--- config.mk ---
export PLATFORM = sky130hd
export DESIGN_NAME = mp_host_flat
export DESIGN_NICKNAME = d
export VERILOG_FILES = /design/src/rtl/mp_pkg.sv /design/src/rtl/mp_host_if.sv /design/src/rtl/mp_host_timer.sv /design/src/rtl/mp_host.sv /design/src/flat_wrapper.sv
export SDC_FILE = /design/constraint.sdc
export NUM_CORES = 1
export LEC_CHECK = 0
export BUFFER_PORTS_ARGS = -buffer_cell sky130_fd_sc_hd__buf_2
export CORE_ASPECT_RATIO = 1.4
export CORE_MARGIN = 5
export CORE_UTILIZATION = 40
export DETAILED_ROUTE_END_ITERATION = 6
export PLACE_DENSITY = 0.68
export SETUP_SLACK_MARGIN = 0.05
export SYNTH_ARGS = -nofsm -noshare
export SYNTH_HDL_FRONTEND = slang
export SYNTH_SLANG_ARGS = --single-unit
--- constraint.sdc ---
create_clock -name clk -period 10.3 [get_ports clk]
set_input_delay 1.545 -clock clk [delete_from_list [all_inputs] [get_ports clk]]
set_output_delay 1.545 -clock clk [all_outputs]
set_load 0.01 [all_outputs]
--- src/rtl/mp_pkg.sv ---
// Shared definitions for the mini-processor host: register map, FSM encoding and defaults.
package mp_pkg;

  localparam logic [15:0] OffOpa    = 16'h0000;
  localparam logic [15:0] OffOpb    = 16'h0001;
  localparam logic [15:0] OffStart  = 16'h0002;
  localparam logic [15:0] OffClear  = 16'h0003;
  localparam logic [15:0] OffResult = 16'h0004;

  localparam int unsigned TimeoutDefault = 1023;
  localparam int unsigned CntWidth       = 16;

  typedef enum logic [3:0] {
    StIdle,
    StReq,
    StWrA,
    StWrB,
    StWrGo,
    StWaitIrq,
    StReqRd,
    StRd,
    StRdWait,
    StWrClr,
    StResp
  } state_e;

  function automatic logic [15:0] reg_addr(input logic [15:0] base, input logic [15:0] off);
    return base + off;
  endfunction

endpackage

--- src/rtl/mp_host_if.sv ---
// Command/response handshakes plus the arbitrated register bus of the mini-processor host.
interface mp_host_if;

  logic        cmd_valid;
  logic        cmd_ready;
  logic [31:0] cmd_a;
  logic [31:0] cmd_b;
  logic        rsp_valid;
  logic        rsp_ready;
  logic [63:0] rsp_result;
  logic        rsp_error;
  logic        m_req;
  logic        m_wr;
  logic [15:0] m_addr;
  logic [31:0] m_dout;
  logic        m_grant;
  logic [63:0] m_din;

  modport master (
    input  cmd_valid, cmd_a, cmd_b, rsp_ready, m_grant, m_din,
    output cmd_ready, rsp_valid, rsp_result, rsp_error, m_req, m_wr, m_addr, m_dout
  );

  modport slave (
    output cmd_valid, cmd_a, cmd_b, rsp_ready, m_grant, m_din,
    input  cmd_ready, rsp_valid, rsp_result, rsp_error, m_req, m_wr, m_addr, m_dout
  );

endinterface

--- src/rtl/mp_host_timer.sv ---
// Interrupt wait counter: cleared on entry to the wait, counts while enabled, flags the last cycle.
module mp_host_timer
  import mp_pkg::*;
#(
  parameter int unsigned Width = CntWidth
) (
  input  logic             clk,
  input  logic             reset,
  input  logic             clear,
  input  logic             enable,
  input  logic [Width-1:0] limit,
  output logic             expired
);

  logic [Width-1:0] count_q;

  // Expires on the limit-th enabled cycle; a zero limit expires at once.
  assign expired = enable && ((limit == '0) || (count_q >= limit - Width'(1)));

  always_ff @(posedge clk or posedge reset) begin
    if (reset) begin
      count_q <= '0;
    end else if (clear) begin
      count_q <= '0;
    end else if (enable && !expired) begin
      count_q <= count_q + Width'(1);
    end
  end

endmodule

--- src/rtl/mp_host.sv ---
// Bus master that loads two operands into the mini processor, starts it, waits for its
// interrupt (with timeout), reads the 64-bit result, clears the processor and returns a response.
module mp_host
  import mp_pkg::*;
#(
  parameter logic [15:0] BASE_ADDR = 16'h0000,
  parameter int unsigned TIMEOUT   = TimeoutDefault
) (
  input  logic      clk,
  input  logic      reset,
  mp_host_if.master bus,
  input  logic      interrupt_in,
  output logic      busy
);

  state_e      state_q, state_d;
  logic [31:0] opa_q, opb_q;
  logic [63:0] result_q;
  logic        err_q;
  logic        tmr_clear, tmr_en, tmr_expired;

  logic        m_req, m_wr;
  logic [15:0] m_addr;
  logic [31:0] m_dout;

  assign tmr_clear = (state_q == StWrGo) && bus.m_grant;
  assign tmr_en    = (state_q == StWaitIrq);

  mp_host_timer #(
    .Width (CntWidth)
  ) u_timer (
    .clk     (clk),
    .reset   (reset),
    .clear   (tmr_clear),
    .enable  (tmr_en),
    .limit   (CntWidth'(TIMEOUT)),
    .expired (tmr_expired)
  );

  // Every bus state advances only on grant, so a dropped grant repeats the same access.
  always_comb begin
    state_d = state_q;
    case (state_q)
      StIdle:    if (bus.cmd_valid) state_d = StReq;
      StReq:     if (bus.m_grant) state_d = err_q ? StWrClr : StWrA;
      StWrA:     if (bus.m_grant) state_d = StWrB;
      StWrB:     if (bus.m_grant) state_d = StWrGo;
      StWrGo:    if (bus.m_grant) state_d = StWaitIrq;
      StWaitIrq: begin
        if (interrupt_in)     state_d = StReqRd;
        else if (tmr_expired) state_d = StReq;
      end
      StReqRd:   if (bus.m_grant) state_d = StRd;
      StRd:      if (bus.m_grant) state_d = StRdWait;
      StRdWait:  state_d = StWrClr;
      StWrClr:   if (bus.m_grant) state_d = StResp;
      StResp:    if (bus.rsp_ready) state_d = StIdle;
      default:   state_d = StIdle;
    endcase
  end

  always_comb begin
    m_req  = 1'b0;
    m_wr   = 1'b0;
    m_addr = '0;
    m_dout = '0;
    case (state_q)
      StReq, StReqRd, StRdWait: m_req = 1'b1;
      StWrA: begin
        m_req  = 1'b1;
        m_wr   = 1'b1;
        m_addr = reg_addr(BASE_ADDR, OffOpa);
        m_dout = opa_q;
      end
      StWrB: begin
        m_req  = 1'b1;
        m_wr   = 1'b1;
        m_addr = reg_addr(BASE_ADDR, OffOpb);
        m_dout = opb_q;
      end
      StWrGo: begin
        m_req  = 1'b1;
        m_wr   = 1'b1;
        m_addr = reg_addr(BASE_ADDR, OffStart);
        m_dout = 32'h1;
      end
      StRd: begin
        m_req  = 1'b1;
        m_addr = reg_addr(BASE_ADDR, OffResult);
      end
      StWrClr: begin
        m_req  = 1'b1;
        m_wr   = 1'b1;
        m_addr = reg_addr(BASE_ADDR, OffClear);
        m_dout = 32'h1;
      end
      default: ;
    endcase
  end

  assign bus.m_req      = m_req;
  assign bus.m_wr       = m_wr;
  assign bus.m_addr     = m_addr;
  assign bus.m_dout     = m_dout;
  assign bus.cmd_ready  = (state_q == StIdle);
  assign bus.rsp_valid  = (state_q == StResp);
  assign bus.rsp_result = result_q;
  assign bus.rsp_error  = err_q;
  assign busy           = (state_q != StIdle);

  always_ff @(posedge clk or posedge reset) begin
    if (reset) begin
      state_q  <= StIdle;
      opa_q    <= '0;
      opb_q    <= '0;
      result_q <= '0;
      err_q    <= 1'b0;
    end else begin
      state_q <= state_d;
      if (state_q == StIdle && bus.cmd_valid) begin
        opa_q    <= bus.cmd_a;
        opb_q    <= bus.cmd_b;
        result_q <= '0;
        err_q    <= 1'b0;
      end
      if (state_q == StWaitIrq && !interrupt_in && tmr_expired) begin
        result_q <= '0;
        err_q    <= 1'b1;
      end
      // Read data arrives the cycle after the granted RESULT access.
      if (state_q == StRdWait) begin
        result_q <= bus.m_din;
      end
    end
  end

endmodule

--- src/flat_wrapper.sv ---
// flat-port wrapper written by rule: the top's interface ports become plain ports
module mp_host_flat import mp_pkg::*;
#(
  parameter logic [15:0] BASE_ADDR = 16'h0000,
  parameter int unsigned TIMEOUT   = TimeoutDefault
)
  (clk, reset, interrupt_in, busy, bus_cmd_valid, bus_cmd_a, bus_cmd_b, bus_rsp_ready, bus_m_grant, bus_m_din, bus_cmd_ready, bus_rsp_valid, bus_rsp_result, bus_rsp_error, bus_m_req, bus_m_wr, bus_m_addr, bus_m_dout);
  mp_host_if bus_i ();
  input  logic clk;
  input  logic reset;
  input  logic interrupt_in;
  output logic busy;
  input wire logic [$bits(bus_i.cmd_valid)-1:0] bus_cmd_valid;
  input wire logic [$bits(bus_i.cmd_a)-1:0] bus_cmd_a;
  input wire logic [$bits(bus_i.cmd_b)-1:0] bus_cmd_b;
  input wire logic [$bits(bus_i.rsp_ready)-1:0] bus_rsp_ready;
  input wire logic [$bits(bus_i.m_grant)-1:0] bus_m_grant;
  input wire logic [$bits(bus_i.m_din)-1:0] bus_m_din;
  output wire logic [$bits(bus_i.cmd_ready)-1:0] bus_cmd_ready;
  output wire logic [$bits(bus_i.rsp_valid)-1:0] bus_rsp_valid;
  output wire logic [$bits(bus_i.rsp_result)-1:0] bus_rsp_result;
  output wire logic [$bits(bus_i.rsp_error)-1:0] bus_rsp_error;
  output wire logic [$bits(bus_i.m_req)-1:0] bus_m_req;
  output wire logic [$bits(bus_i.m_wr)-1:0] bus_m_wr;
  output wire logic [$bits(bus_i.m_addr)-1:0] bus_m_addr;
  output wire logic [$bits(bus_i.m_dout)-1:0] bus_m_dout;
  assign bus_i.cmd_valid = bus_cmd_valid;
  assign bus_i.cmd_a = bus_cmd_a;
  assign bus_i.cmd_b = bus_cmd_b;
  assign bus_i.rsp_ready = bus_rsp_ready;
  assign bus_i.m_grant = bus_m_grant;
  assign bus_i.m_din = bus_m_din;
  assign bus_cmd_ready = bus_i.cmd_ready;
  assign bus_rsp_valid = bus_i.rsp_valid;
  assign bus_rsp_result = bus_i.rsp_result;
  assign bus_rsp_error = bus_i.rsp_error;
  assign bus_m_req = bus_i.m_req;
  assign bus_m_wr = bus_i.m_wr;
  assign bus_m_addr = bus_i.m_addr;
  assign bus_m_dout = bus_i.m_dout;
  mp_host #(.BASE_ADDR(BASE_ADDR), .TIMEOUT(TIMEOUT)) u_core (.clk(clk), .reset(reset), .bus(bus_i), .interrupt_in(interrupt_in), .busy(busy));
endmodule
==> flow_summary.ini <==
[outcome]
status = completed

[worst_setup_path]
crit_required_ps = 8760
crit_slowest_cell = dfrtp_1
crit_path_start_kind = flip-flop
slowest_delay_ps = 560
critPathArrivalTime_ps = 2200
r2r_slack_ps = 7670
worst-path-buf-inv = 2
worstPathCellList = nor2_1 -> nand2_1 -> nor2_2 -> buf_4 -> a22o_1 -> buf_2
worstSetupPathType = flip-flop to output port
worstPathMaxFanout = 32
crit_family = flip-flops
worst-r2r-cell-count = 4
r2r_end = u_core.bus.rsp_result[23]
r2r-start = u_core.state_q[0]
endpoint_kind = output port

[cts]
cts_sinks = 149
clock_latency_ps = 400
postCtsSetupBuffers = 0
clock_path_buffers = 2
cts_buffers = 17
path_clk_slew_ps = 60
cts_tree = yes
cts.root.buffer_cell = clkbuf_16
cts_resized = 0
cts_max_level = 4
hold_buffers = 0

[placed_design]
dp.cells = 877
postPlaceCellArea_um2 = 7550
place_congestion = 0.828
port_buffers = 238
hpwlAfterDp_mm = 11.9
preCtsSetupSlack_ps = 6990

[global_routing]
grt_max_degree = 102
grt-ovfl-total = 0
grt_pass1_vias = 4979
grt_antenna_before_repair = 1
grt_usage = 0.177
grt_pass1_wl_mm = 25.5

[route]
routedWlPerCell_um = 18.0
first_pass_iters = 5
vias_per_cell = 5.30
drt_iter0_drc = 293
ant_nets = 0
drc = 0
wl_mm = 16.3
vias = 4812

[logic_synthesis]
syn_inst = 474
ys_ff_latch = 149
synth_cell_types = 44
synth_area_um2 = 6300
avgSynthCellArea_um2 = 13.3
ys_seq_area_frac = 0.592
yosys_warnings = 0

[sta]
holdWs_ps = 487
final_hold_viol_count = 0
fin_crit_ps = 3740
fmax_mhz = 267
relSlewSlack = 0.176
final.period_utilization = 0.363
worstMarginPinSlew_ps = 1240
finalClockSkew_ps = 8.59
drv_slew = 0
worst_slack_ps = 6560
setup_tns_ps = 0
setup_viol = 0
rsz0062_at_grt = false

[power_and_ir_drop]
leakagePower_nw = 4.27
total_power_mw = 2.62
power_density_nw_per_um2 = 320
ir_drop_v = 0.000164

[floorplan]
die_w_um = 116
initial_utilization = 0.405
design.die.area_um2 = 18400
row_count = 54
io-pin-count = 252
die_y_um = 158
core_um2 = 15500

[hold_path]
hold_class = flip-flop to flip-flop
hp-start = u_core.u_timer.count_q[11]
hold_path_end = u_core.u_timer.count_q[11]
hold_depth = 1

[finish]
drive_gt1_frac = 0.489
syn_to_final_growth_pct = 29.8
final_cell_area_um2 = 8170
final_cell_mix = buf_2 (238), dfrtp_1 (149), a22o_1 (96)
post-route-util = 0.526
stdcell_count = 908
fin_nets = 836
final_common_cell = buf_2

[flow_run]
drv_cap = 0
==> layout make-up <==
class / count / area, um2
Fill cell: 1375 / 7370
Sequential cell: 149 / 3730
Multi-Input combinational cell: 280 / 2300
Timing Repair Buffer: 243 / 1230
Clock buffer: 17 / 425
Tap cell: 196 / 245
Clock inverter: 13 / 198
Inverter: 9 / 38.8
Antenna cell: 1 / 2.50
==> worst max path at each step <==
stage / slack (ps) / end / cells past startpoint / from
final: 6560 / bus_m_dout[29] / 6 / u_core.state_q[3]
after global routing: 6350 / bus_m_dout[26] / 6 / u_core.state_q[3]
after CTS: 6530 / bus_m_dout[25] / 6 / u_core.state_q[3]
after detailed placement: 6990 / bus_m_dout[29] / 6 / u_core.state_q[3]
after global placement: 7060 / bus_m_dout[0] / 6 / u_core.state_q[3]
after floorplan: 4750 / u_core.bus.rsp_error / 1 / reset
==> cells in the mapped netlist, drive strengths merged <==
library cell    n  area share
and2            5      0.0050
mux2i           5      0.0079
a221o           1      0.0016
or4             1      0.0018
nand3           7      0.0056
buf            29       0.035
conb            1     0.00060
o32a            1      0.0016
or2             1     0.00099
xnor2           6      0.0083
o21ai           5      0.0040
dfrtp         149        0.59
o31ai           7      0.0083
a21oi           3      0.0024
or3             1     0.00099
nand3b          1      0.0012
nor2b           2      0.0020
a22o           96        0.13
o211ai          1      0.0012
inv             9      0.0054
nand2b          3      0.0030
ha              2      0.0040
nand2          15      0.0089
nor4            6      0.0070
a311oi          1      0.0014
nor4b           2      0.0028
a31oi           1     0.00099
a22oi           1      0.0012
and3            4      0.0040
nor3b           1      0.0012
nor3            6      0.0066
mux2           64        0.11
nand4b          1      0.0014
clkbuf         19       0.011
nor2           14      0.0083
nor4bb          1      0.0016
o32ai           2      0.0028
==> kinds of logic after synthesis <==
kind of cell,synth area share
buffers and inverters,0.0515
AND/OR/NAND/NOR,0.0622
adder cells (fa/ha/maj),0.00397
XOR/XNOR,0.00834
flip-flops,0.592
AO/OA/AOI/OAI,0.159
other,0.000595
multiplexers,0.122
==> layer usage <==
metal | part of all wire | global-route usage
met1 | 0.37 | 0.209
met2 | 0.53 | 0.306
met5 | 0.00080 | 0
met3 | 0.066 | 0.0487
met4 | 0.025 | 0.0647
==> power breakdown <==
| part | internal (mW) | switching (mW) | total (mW) | leakage, nW |
|---|---|---|---|---|
| combinational | 0.461 | 0.442 | 0.903 | 2.06 |
| sequential | 0.857 | 0.203 | 1.06 | 1.91 |
| clock | 0.408 | 0.245 | 0.653 | 0.295 |
==> sequential cells by signal (all words and copies together) (netlist names) <==
register and flops:
u_core.bus.rsp_result 64, u_core.opa_q 32, u_core.opb_q 32, u_core.u_timer.count_q 16
u_core.state_q 4, u_core.bus.rsp_error 1
No activity file was read; power rests on OpenSTA's default activity.
